[src/rtl/bcd_pkg.sv]
// bcd_pkg: shared FSM states, seven-segment glyph constants and digit-select indices
package bcd_pkg;
  typedef enum logic [1:0] {IDLE, LOAD, SHIFT, DONE} state_t;
  localparam logic [6:0] SEG_BLANK = 7'b1111111;
  localparam logic [6:0] SEG_MINUS = 7'b0111111;
  localparam logic [6:0] SEG_ZERO  = 7'b1000000;
  localparam logic [1:0] SEL_UNITS = 2'd0;
  localparam logic [1:0] SEL_TENS  = 2'd1;
  localparam logic [1:0] SEL_HUND  = 2'd2;
  localparam logic [1:0] SEL_SIGN  = 2'd3;
  function automatic logic [3:0] add3(input logic [3:0] n);
    return (n >= 4'd5) ? n + 4'd3 : n;
  endfunction
endpackage

[src/rtl/seg7_decode.sv]
// seg7_decode: BCD digit plus blank flag to active-low gfedcba segments
module seg7_decode
  import bcd_pkg::*;
(
  input  logic [3:0] i_digit,
  input  logic       i_blank,
  output logic [6:0] o_seg
);
  always_comb begin
    o_seg = SEG_BLANK;
    if (!i_blank)
      case (i_digit)
        4'd0: o_seg = SEG_ZERO;
        4'd1: o_seg = 7'b1111001;
        4'd2: o_seg = 7'b0100100;
        4'd3: o_seg = 7'b0110000;
        4'd4: o_seg = 7'b0011001;
        4'd5: o_seg = 7'b0010010;
        4'd6: o_seg = 7'b0000010;
        4'd7: o_seg = 7'b1111000;
        4'd8: o_seg = 7'b0000000;
        4'd9: o_seg = 7'b0010000;
        default: o_seg = SEG_BLANK;
      endcase
  end
endmodule

[src/rtl/bcd_display_ctrl.sv]
// bcd_display_ctrl: 8-bit value to sign + 3 BCD digits by double-dabble, scanned onto a 4-digit display
module bcd_display_ctrl
  import bcd_pkg::*;
#(
  parameter int REFRESH_DIV = 100000
) (
  input  logic       clk,
  input  logic       reset,
  input  logic       start,
  input  logic [7:0] value,
  input  logic       is_signed,
  output logic       busy,
  output logic       done,
  output logic [3:0] hundreds,
  output logic [3:0] tens,
  output logic [3:0] units,
  output logic       neg,
  output logic [3:0] an,
  output logic [6:0] seg,
  output logic       dp
);
  localparam int CW = $clog2(REFRESH_DIV);
  state_t r_state, w_next;
  logic [7:0] r_val, r_mag, w_mag;
  logic r_sgn, r_pneg, r_neg;
  logic [11:0] r_acc, w_adj, w_acc_next;
  logic [2:0] r_cnt;
  logic [3:0] r_hund, r_tens, r_units, r_an, w_digit;
  logic [CW-1:0] r_rcnt;
  logic [1:0] r_sel, w_sel;
  logic [6:0] r_seg, w_glyph, w_seg;
  logic w_wrap, w_blank;
  assign w_mag = (r_sgn & r_val[7]) ? -r_val : r_val;
  assign w_adj = {add3(r_acc[11:8]), add3(r_acc[7:4]), add3(r_acc[3:0])};
  assign w_acc_next = {w_adj[10:0], r_mag[7]};
  always_ff @(posedge clk)
    if (reset) r_state <= IDLE;
    else r_state <= w_next;
  always_comb begin
    w_next = r_state == IDLE  ? (start ? LOAD : IDLE) :
             r_state == LOAD  ? SHIFT :
             r_state == SHIFT ? (r_cnt == 3'd7 ? DONE : SHIFT) : IDLE;
    busy = r_state != IDLE;
    done = r_state == DONE;
  end
  // Digits are latched on the edge entering DONE so they are visible in the same cycle as done.
  always_ff @(posedge clk) begin
    if (reset) begin
      r_val <= '0;
      r_sgn <= 1'b0;
      r_mag <= '0;
      r_acc <= '0;
      r_cnt <= '0;
      r_pneg <= 1'b0;
      {r_hund, r_tens, r_units} <= '0;
      r_neg <= 1'b0;
    end else begin
      if (r_state == IDLE && start) begin
        r_val <= value;
        r_sgn <= is_signed;
      end
      if (r_state == LOAD) begin
        r_mag <= w_mag;
        r_pneg <= r_sgn & r_val[7];
        r_acc <= '0;
        r_cnt <= '0;
      end
      if (r_state == SHIFT) begin
        r_acc <= w_acc_next;
        r_mag <= {r_mag[6:0], 1'b0};
        r_cnt <= r_cnt + 3'd1;
        if (r_cnt == 3'd7) begin
          {r_hund, r_tens, r_units} <= w_acc_next;
          r_neg <= r_pneg;
        end
      end
    end
  end
  // Glyph and anode are both computed for the digit selected after this edge, so they switch together.
  assign w_wrap = r_rcnt == CW'(REFRESH_DIV - 1);
  assign w_sel = r_sel + {1'b0, w_wrap};
  assign w_digit = w_sel == SEL_UNITS ? r_units : w_sel == SEL_TENS ? r_tens : r_hund;
  assign w_blank = w_sel == SEL_TENS ? (r_hund == 4'd0 && r_tens == 4'd0) :
                   w_sel == SEL_HUND ? (r_hund == 4'd0) : w_sel == SEL_SIGN;
  assign w_seg = w_sel == SEL_SIGN ? (r_neg ? SEG_MINUS : SEG_BLANK) : w_glyph;
  seg7_decode u_dec (.i_digit(w_digit), .i_blank(w_blank), .o_seg(w_glyph));
  always_ff @(posedge clk) begin
    if (reset) begin
      r_rcnt <= '0;
      r_sel <= SEL_UNITS;
      r_an <= 4'b1110;
      r_seg <= SEG_ZERO;
    end else begin
      r_rcnt <= w_wrap ? '0 : r_rcnt + CW'(1);
      r_sel <= w_sel;
      r_an <= ~(4'b0001 << w_sel);
      r_seg <= w_seg;
    end
  end
  assign hundreds = r_hund;
  assign tens = r_tens;
  assign units = r_units;
  assign neg = r_neg;
  assign an = r_an;
  assign seg = r_seg;
  assign dp = 1'b1;
endmodule

[config.mk]
export PLATFORM = sky130hd
export DESIGN_NAME = bcd_display_ctrl
export DESIGN_NICKNAME = d
export VERILOG_FILES = /design/src/rtl/bcd_pkg.sv /design/src/rtl/seg7_decode.sv /design/src/rtl/bcd_display_ctrl.sv
export SDC_FILE = /design/constraint.sdc
export NUM_CORES = 1
export LEC_CHECK = 0
export CAP_MARGIN = 20
export CORE_UTILIZATION = 35
export CTS_BUF_LIST = sky130_fd_sc_hd__clkbuf_4 sky130_fd_sc_hd__clkbuf_8
export DETAILED_ROUTE_END_ITERATION = 10
export GPL_TIMING_DRIVEN = 0
export PLACE_DENSITY_LB_ADDON = 0.2
export RECOVER_POWER = 100
export SLEW_MARGIN = 20
export SYNTH_ARGS = -nofsm -noshare
export SYNTH_HDL_FRONTEND = slang
export SYNTH_HIERARCHICAL = 1
export SYNTH_SLANG_ARGS = --single-unit
[constraint.sdc]
create_clock -name clk -period 3.72 [get_ports clk]
set_clock_uncertainty 0.1 [all_clocks]
set_input_delay 0.744 -clock clk [delete_from_list [all_inputs] [get_ports clk]]
set_output_delay 0.744 -clock clk [all_outputs]
set_load 0.01 [all_outputs]
==> flow_metrics.env <==
export IMPL_status="completed"
export IMPL_wl_mm=8.86
export IMPL_max_slew_margin_rel_pct=59.8
export IMPL_drv_slew=0
export IMPL_grt_busiest_layer="met2"
export IMPL_post_cts_setup_buffer_count=0
export IMPL_track_usage_pct=16.6
export IMPL_fillers=1083
export IMPL_antenna_found_initial=0
export IMPL_port_buffer_count=37
export IMPL_grtUsageMet3_pct=2.49
export IMPL_grt_ovfl_total=0
export IMPL_maxCapViolCount=0
export IMPL_grt_pass1_vias=3056
export IMPL_die_h_um=107
export IMPL_crit_fanout=10
export IMPL_cts_sinks=78
export IMPL_worst_pin_slew_ns=0.602
export IMPL_synth_area_leaders="dfxtp_1, ha_1, nand2_1, a21oi_1, o21ai_0"
export IMPL_async_reset_ff_share_pct=0
export IMPL_p_per_area_nw_per_um2=348
export IMPL_worstPathRequired_ns=3.89
export IMPL_nets=532
export IMPL_syn_area_per_cell_um2=8.50
export IMPL_cts_buffers=9
export IMPL_dr_total_vias=3250
export IMPL_finalSetupTns_ns=0
export IMPL_start_util_pct=36.7
export IMPL_antenna_cells=0
export IMPL_cp_end_kind="register"
export IMPL_synthCells=452
export IMPL_use_met1_pct=22.4
export IMPL_grt_pass1_wl_mm=15.1
export IMPL_grtUsageMet2_pct=26.8
export IMPL_first_iter_violations=134
export IMPL_coreArea_um2=10500
export IMPL_yosysSeqAreaShare_pct=40.7
export IMPL_min_delay_path_class="register to register"
export IMPL_cts_tree="yes"
export IMPL_area_growth_pct=18.6
export IMPL_drc=0
export IMPL_h_tree_depth=3
export IMPL_ys_ff_latch=78
export IMPL_syn_nets=484
export IMPL_clock_path_buffers=2
export IMPL_yosysTopAreaCell="dfxtp_1"
export IMPL_wl_per_cell_um=13.8
export IMPL_irDropWorstVdd_mv=0.144
export IMPL_leakagePower_nw=1.59
export IMPL_hpwl_mm=6.64
export IMPL_setup_violations=0
export IMPL_final_area_um2=4560
export IMPL_crit_type="register to register"
export IMPL_crit_arrival_ns=3.58
export IMPL_die_w_um=107
export IMPL_synth_top_area_share_pct=40.7
export IMPL_grt_max_degree=15
export IMPL_synth_cell_types=47
export IMPL_placementRows=37
export IMPL_io_pins=39
export IMPL_synth_area_um2=3840
export IMPL_total_power_mw=1.59
export IMPL_gp_routability_congestion=0.807
export IMPL_ant_nets=0
export IMPL_synth_edf_count=0
export IMPL_root_buffer="clkbuf_8"
export IMPL_vias_per_cell=5.07
export IMPL_dieArea_um2=11400
export IMPL_drive_above_1_share_pct=6.34
export IMPL_crit_path_start_kind="register"
export IMPL_clkLatencyLatePin_ns=0.34
export IMPL_yosys_warnings=6
export IMPL_min_period_over_period_pct=91.7
export IMPL_max_clock_freq_ghz=0.293
export IMPL_hold_violations=0
export IMPL_period_minus_slack_ns=3.41
export IMPL_rsz0062_at_grt="false"
export IMPL_dpl_cell_area_um2=4380
export IMPL_first_pass_iters=4
export IMPL_cts_clk_slew_worst_paths_ns=0.09
export IMPL_ys_flop_type="dfxtp_1"
==> kinds of logic after synthesis <==
group,synth area share [%]
other,0.0976
AOI/OAI and AO/OA,15.1
and+or+nand+nor,23.5
adders and majority gates,6.51
muxes,2.44
buffers and inverters,6.38
xor gates and xnor gates,5.24
DFF,40.7
==> worst max-delay path, stage by stage (launching register included) <==
cell,delay [ns]
dfxtp_1,0.32
buf_6,0.13
or4b_1,0.53
nor4_2,0.31
ha_1,0.27
xor2_1,0.22
clkbuf_2,0.24
nand2_1,0.07
o21ai_1,0.20
inv_1,0.15
ha_1,0.33
nor3b_2,0.16
a21oi_1,0.12
inv_1,0.04
o21ai_0,0.14
==> sequential cells by signal, summed over array words and instances, names as in the netlist <==
name / flops
r_rcnt: 17
r_mag: 8
r_acc: 12
r_cnt: 3
seg: 7
neg: 1
r_sgn: 1
r_sel: 2
r_state: 2
units: 4
r_pneg: 1
an: 4
hundreds: 4
tens: 4
r_val: 8
==> Yosys cell counts, types with 2 or more instances <==
master / instances
o22ai_1: 5
nand2b_1: 12
or4b_1: 2
o221ai_1: 2
nor3_1: 14
mux2_2: 3
a31oi_1: 7
or4_1: 3
o21ba_2: 2
o31ai_1: 4
nor3b_1: 4
a32oi_1: 3
a21oi_1: 31
a211oi_1: 3
inv_1: 30
or2_2: 3
o32ai_1: 6
xnor2_1: 16
nor2_1: 33
o21ai_0: 28
nand2_1: 42
or3_1: 4
nand3b_1: 9
and2_1: 5
mux2i_1: 6
xor2_1: 7
nand3_1: 12
dfxtp_1: 78
clkbuf_1: 19
ha_1: 20
o41ai_1: 2
nand4_1: 5
buf_6: 3
nor2b_1: 12
nor4_1: 5
==> per-layer routing <==
metal | wire length (µm) | share of wire, % | vias to the layer above
met5 | 0 | 0 | -
met3 | 306 | 3.5 | 7
met4 | 79 | 0.89 | 0
li1 | - | - | 1661
met1 | 4360 | 49 | 1527
met2 | 4120 | 46 | 55
==> layout make-up <==
cell class                 instances  area, µm²  area share [%]
sequential                        78       1560            34.3
inverter                          30        113            2.47
tap                              136        170            3.73
clock buffer                       9        124            2.72
clock inverter                     7       75.1            1.65
buffer                            24        110            2.42
multi-input combinational        320       2030            44.6
timing repair buffer              37        370            8.13
==> path summary, 6_finish.rpt <==
check	from	endpoint	slack, ns	cells after the start
max	r_rcnt[5]$_SDFF_PP0_	seg[3]$_SDFF_PP0_	0.31	14
min	r_pneg$_SDFFE_PP0P_	neg$_SDFFE_PP0P_	0.38	2
max reg2reg	r_rcnt[5]$_SDFF_PP0_	seg[3]$_SDFF_PP0_	0.31	14
min reg2reg	r_pneg$_SDFFE_PP0P_	neg$_SDFFE_PP0P_	0.38	2
==> placed cells by master (no fill, tap or decap), types with 5 or more instances in the layout <==
cell type        instances
dfxtp_1                 78
nand2_1                 42
nor2_1                  33
a21oi_1                 31
inv_1                   30
dlygate4sd3_1           27
o21ai_0                 25
clkbuf_1                20
ha_1                    20
xnor2_1                 16
nor3_1                  15
nor2b_1                 12
nand3_1                 12
nand2b_1                12
clkdlybuf4s50_1         10
nand3b_1                 9
clkbuf_8                 9
xor2_1                   7
a31oi_1                  7
mux2i_1                  6
o32ai_1                  6
nand4_1                  5
nor4_1                   5
o22ai_1                  5
and2_1                   5
==> report_power, final <==
part / internal, mW / switching, mW
Sequential: 0.845 / 0.0124
Combinational: 0.0361 / 0.0520
Clock: 0.311 / 0.332
==> metrics by stage <==
step | util (%) | instances | setup WS (ns) | hold slack (ns)
4_1_cts | 43.8 | 641 | 0.105 | 0.381
3_5_place_dp | 41.9 | 625 | -0.0528 | 0.367
2_1_floorplan | - | 452 | 0.459 | 0.332
6_report | 43.6 | 641 | 0.311 | 0.375
3_3_place_gp | 41.9 | 625 | -0.00597 | 0.343
5_1_grt | 43.6 | 641 | 0.0149 | 0.388
==> timing repair <==
action                                  in CTS  in global routing
endpoints found under the setup margin       2                  7
pin swaps                                    0                  0
hold buffers                                 0                  0
gates resized for setup                      1                  5
Power figures use the tool's default switching activity.
==> variant (same flow settings) <==
The 4 states of `state_t` get a one-hot encoding in 4 bits.
--- a/src/rtl/bcd_pkg.sv
+++ b/src/rtl/bcd_pkg.sv
@@ -1,6 +1,6 @@
 // bcd_pkg: shared FSM states, seven-segment glyph constants and digit-select indices
 package bcd_pkg;
-  typedef enum logic [1:0] {IDLE, LOAD, SHIFT, DONE} state_t;
+  typedef enum logic [3:0] {IDLE = 4'b0001, LOAD = 4'b0010, SHIFT = 4'b0100, DONE = 4'b1000} state_t;
   localparam logic [6:0] SEG_BLANK = 7'b1111111;
   localparam logic [6:0] SEG_MINUS = 7'b0111111;
   localparam logic [6:0] SEG_ZERO  = 7'b1000000;
Behaviour: no difference found for any inputs over 10 cycles, from zero or initial values and one cycle with reset high; not proved beyond that.
==> variant against the original RTL <==
Design area down 1.5%; power down 3.3%; area after synthesis down 1.5%; sequential cell count up 2; final cell count down 1.6%; wire length down 1.8%; setup slack worse by 9.2 ps; die area down 1.5%.
==> variant: results (changes against the original RTL) <==
metric,value,unit,change
outcome,"complete, no violations",,
placed insts,615,,-1.6%
pre-CTS setup slack,-5.223,ps,+47.55 ps
Top Family by Delay on Critical Path,adder cells,,
WL/cell,13.80,um,-0.20%
Layout Cells excl Fill,631,,-1.6%
share of cells above drive strength 1,0.06263,,-0.0007401
sequential share of the synthesized area,0.4233,,+0.01677
fin nets,518,,-2.6%
Mapped Cells,443,,-2.0%
placed wire-length estimate,6.219,mm,-6.3%
VDD IR max,216.8,uV,+51%
r2r startpoint,r_rcnt[0]$_SDFF_PP0_,,
Total GRT Usage,0.1619,,-0.004082
"Net Count, Synth",471,,-2.7%
PortBufs,36,,-2.7%
commonest cells in the netlist,"80 x dfxtp_1, 37 x nand2_1, 37 x nor2_1",,
fill count,1061,,-2.0%
WHS,351.6,ps,-23.76 ps
slowest cell on the critical path,dfxtp_1,,
first-pass GRT wire length,14.48,mm,-4.0%
leakage power,1.609,nW,+1.1%
number of global-route vias before repair,2982,,-2.4%
CP max stage delay,380,ps,-150 ps
GPL Wtd Cong,0.8316,,+3.1%
Slew HR,0.5243,,-0.07409
total cell area at the placement stage,4314,um2,-1.5%
worst-path fanout max,8,,-2
via count,3228,,-0.68%
[variant: changes by cell type after synthesis, moves of 6 or more]
cell     delta
o32ai_1     -6
xnor2_1     -9
nor4b_1     +6
xor2_1      +8
a22oi_1     +8
nor2b_1    -10
inv_1       -9
nand3_1     +7
buf_2       +6
[variant: routing by layer]
metal,track usage,wire length (um),vias to the layer above
li1,-,-,1651
met1,0.2188,4386,1517
met2,0.2610,3963,52
met3,0.03311,272,8
met4,0.04563,83,0
met5,0,0,-
[variant: logic make-up after synthesis]
family | share of synthesized area
buffers and inverters | 0.05159
AO/OA/AOI/OAI | 0.1419
AND/OR/NAND/NOR | 0.2559
flip-flops | 0.4233
adder cells (fa/ha/maj) | 0.05291
multiplexers | 0.02249
other | 0.0009911
XOR/XNOR | 0.05093
[variant: timing repair]
action | CTS | global route
resized for setup | 1 | 5
setup endpoints to repair | 1 | 7
gates cloned | 0 | 0
hold endpoints to repair | 0 | 0
[variant: worst max-delay path by stage]
stage | slack (ps) | cells after the start | start | end
3_5_place_dp | -5 | 14 | r_rcnt[0]$_SDFF_PP0_ | seg[3]$_SDFF_PP0_
5_1_grt | 40 | 14 | r_rcnt[0]$_SDFF_PP0_ | seg[3]$_SDFF_PP0_
3_3_place_gp | 30 | 14 | r_rcnt[0]$_SDFF_PP0_ | seg[3]$_SDFF_PP0_
2_1_floorplan | 570 | 14 | r_rcnt[0]$_SDFF_PP0_ | seg[3]$_SDFF_PP0_
6_report | 300 | 14 | r_rcnt[0]$_SDFF_PP0_ | seg[3]$_SDFF_PP0_
4_1_cts | 110 | 15 | r_rcnt[0]$_SDFF_PP0_ | seg[3]$_SDFF_PP0_
[variant: area by class of cell]
class	instances	area (um2)	share of cell area
multi-input cells	316	1986	0.4426
clock inverters	6	45.04	0.01004
repair buffers	36	360.3	0.08031
clock buffers	10	131.4	0.02928
inverters	21	78.83	0.01757
well taps	136	170.2	0.03793
plain buffers	26	113.9	0.02538
flip-flops and latches	80	1602	0.3569
[variant: power breakdown]
group	total (mW)	switching [mW]	internal [mW]
combinational	0.0784	0.0451	0.0333
clock	0.577	0.325	0.252
sequential	0.880	0.0132	0.867
total	1.54	0.383	1.15
[variant: worst register-to-register path, stage by stage, from the launching register on]
cell      delay [ps]
dfxtp_1          380
ha_1             220
and4_1           200
clkbuf_1         270
and4_1           280
ha_1             230
clkbuf_1         230
mux2i_1          180
o21ai_1          300
inv_1            130
ha_1             330
nor3b_2          160
a21oi_1          130
inv_1             50
o21ai_0          150
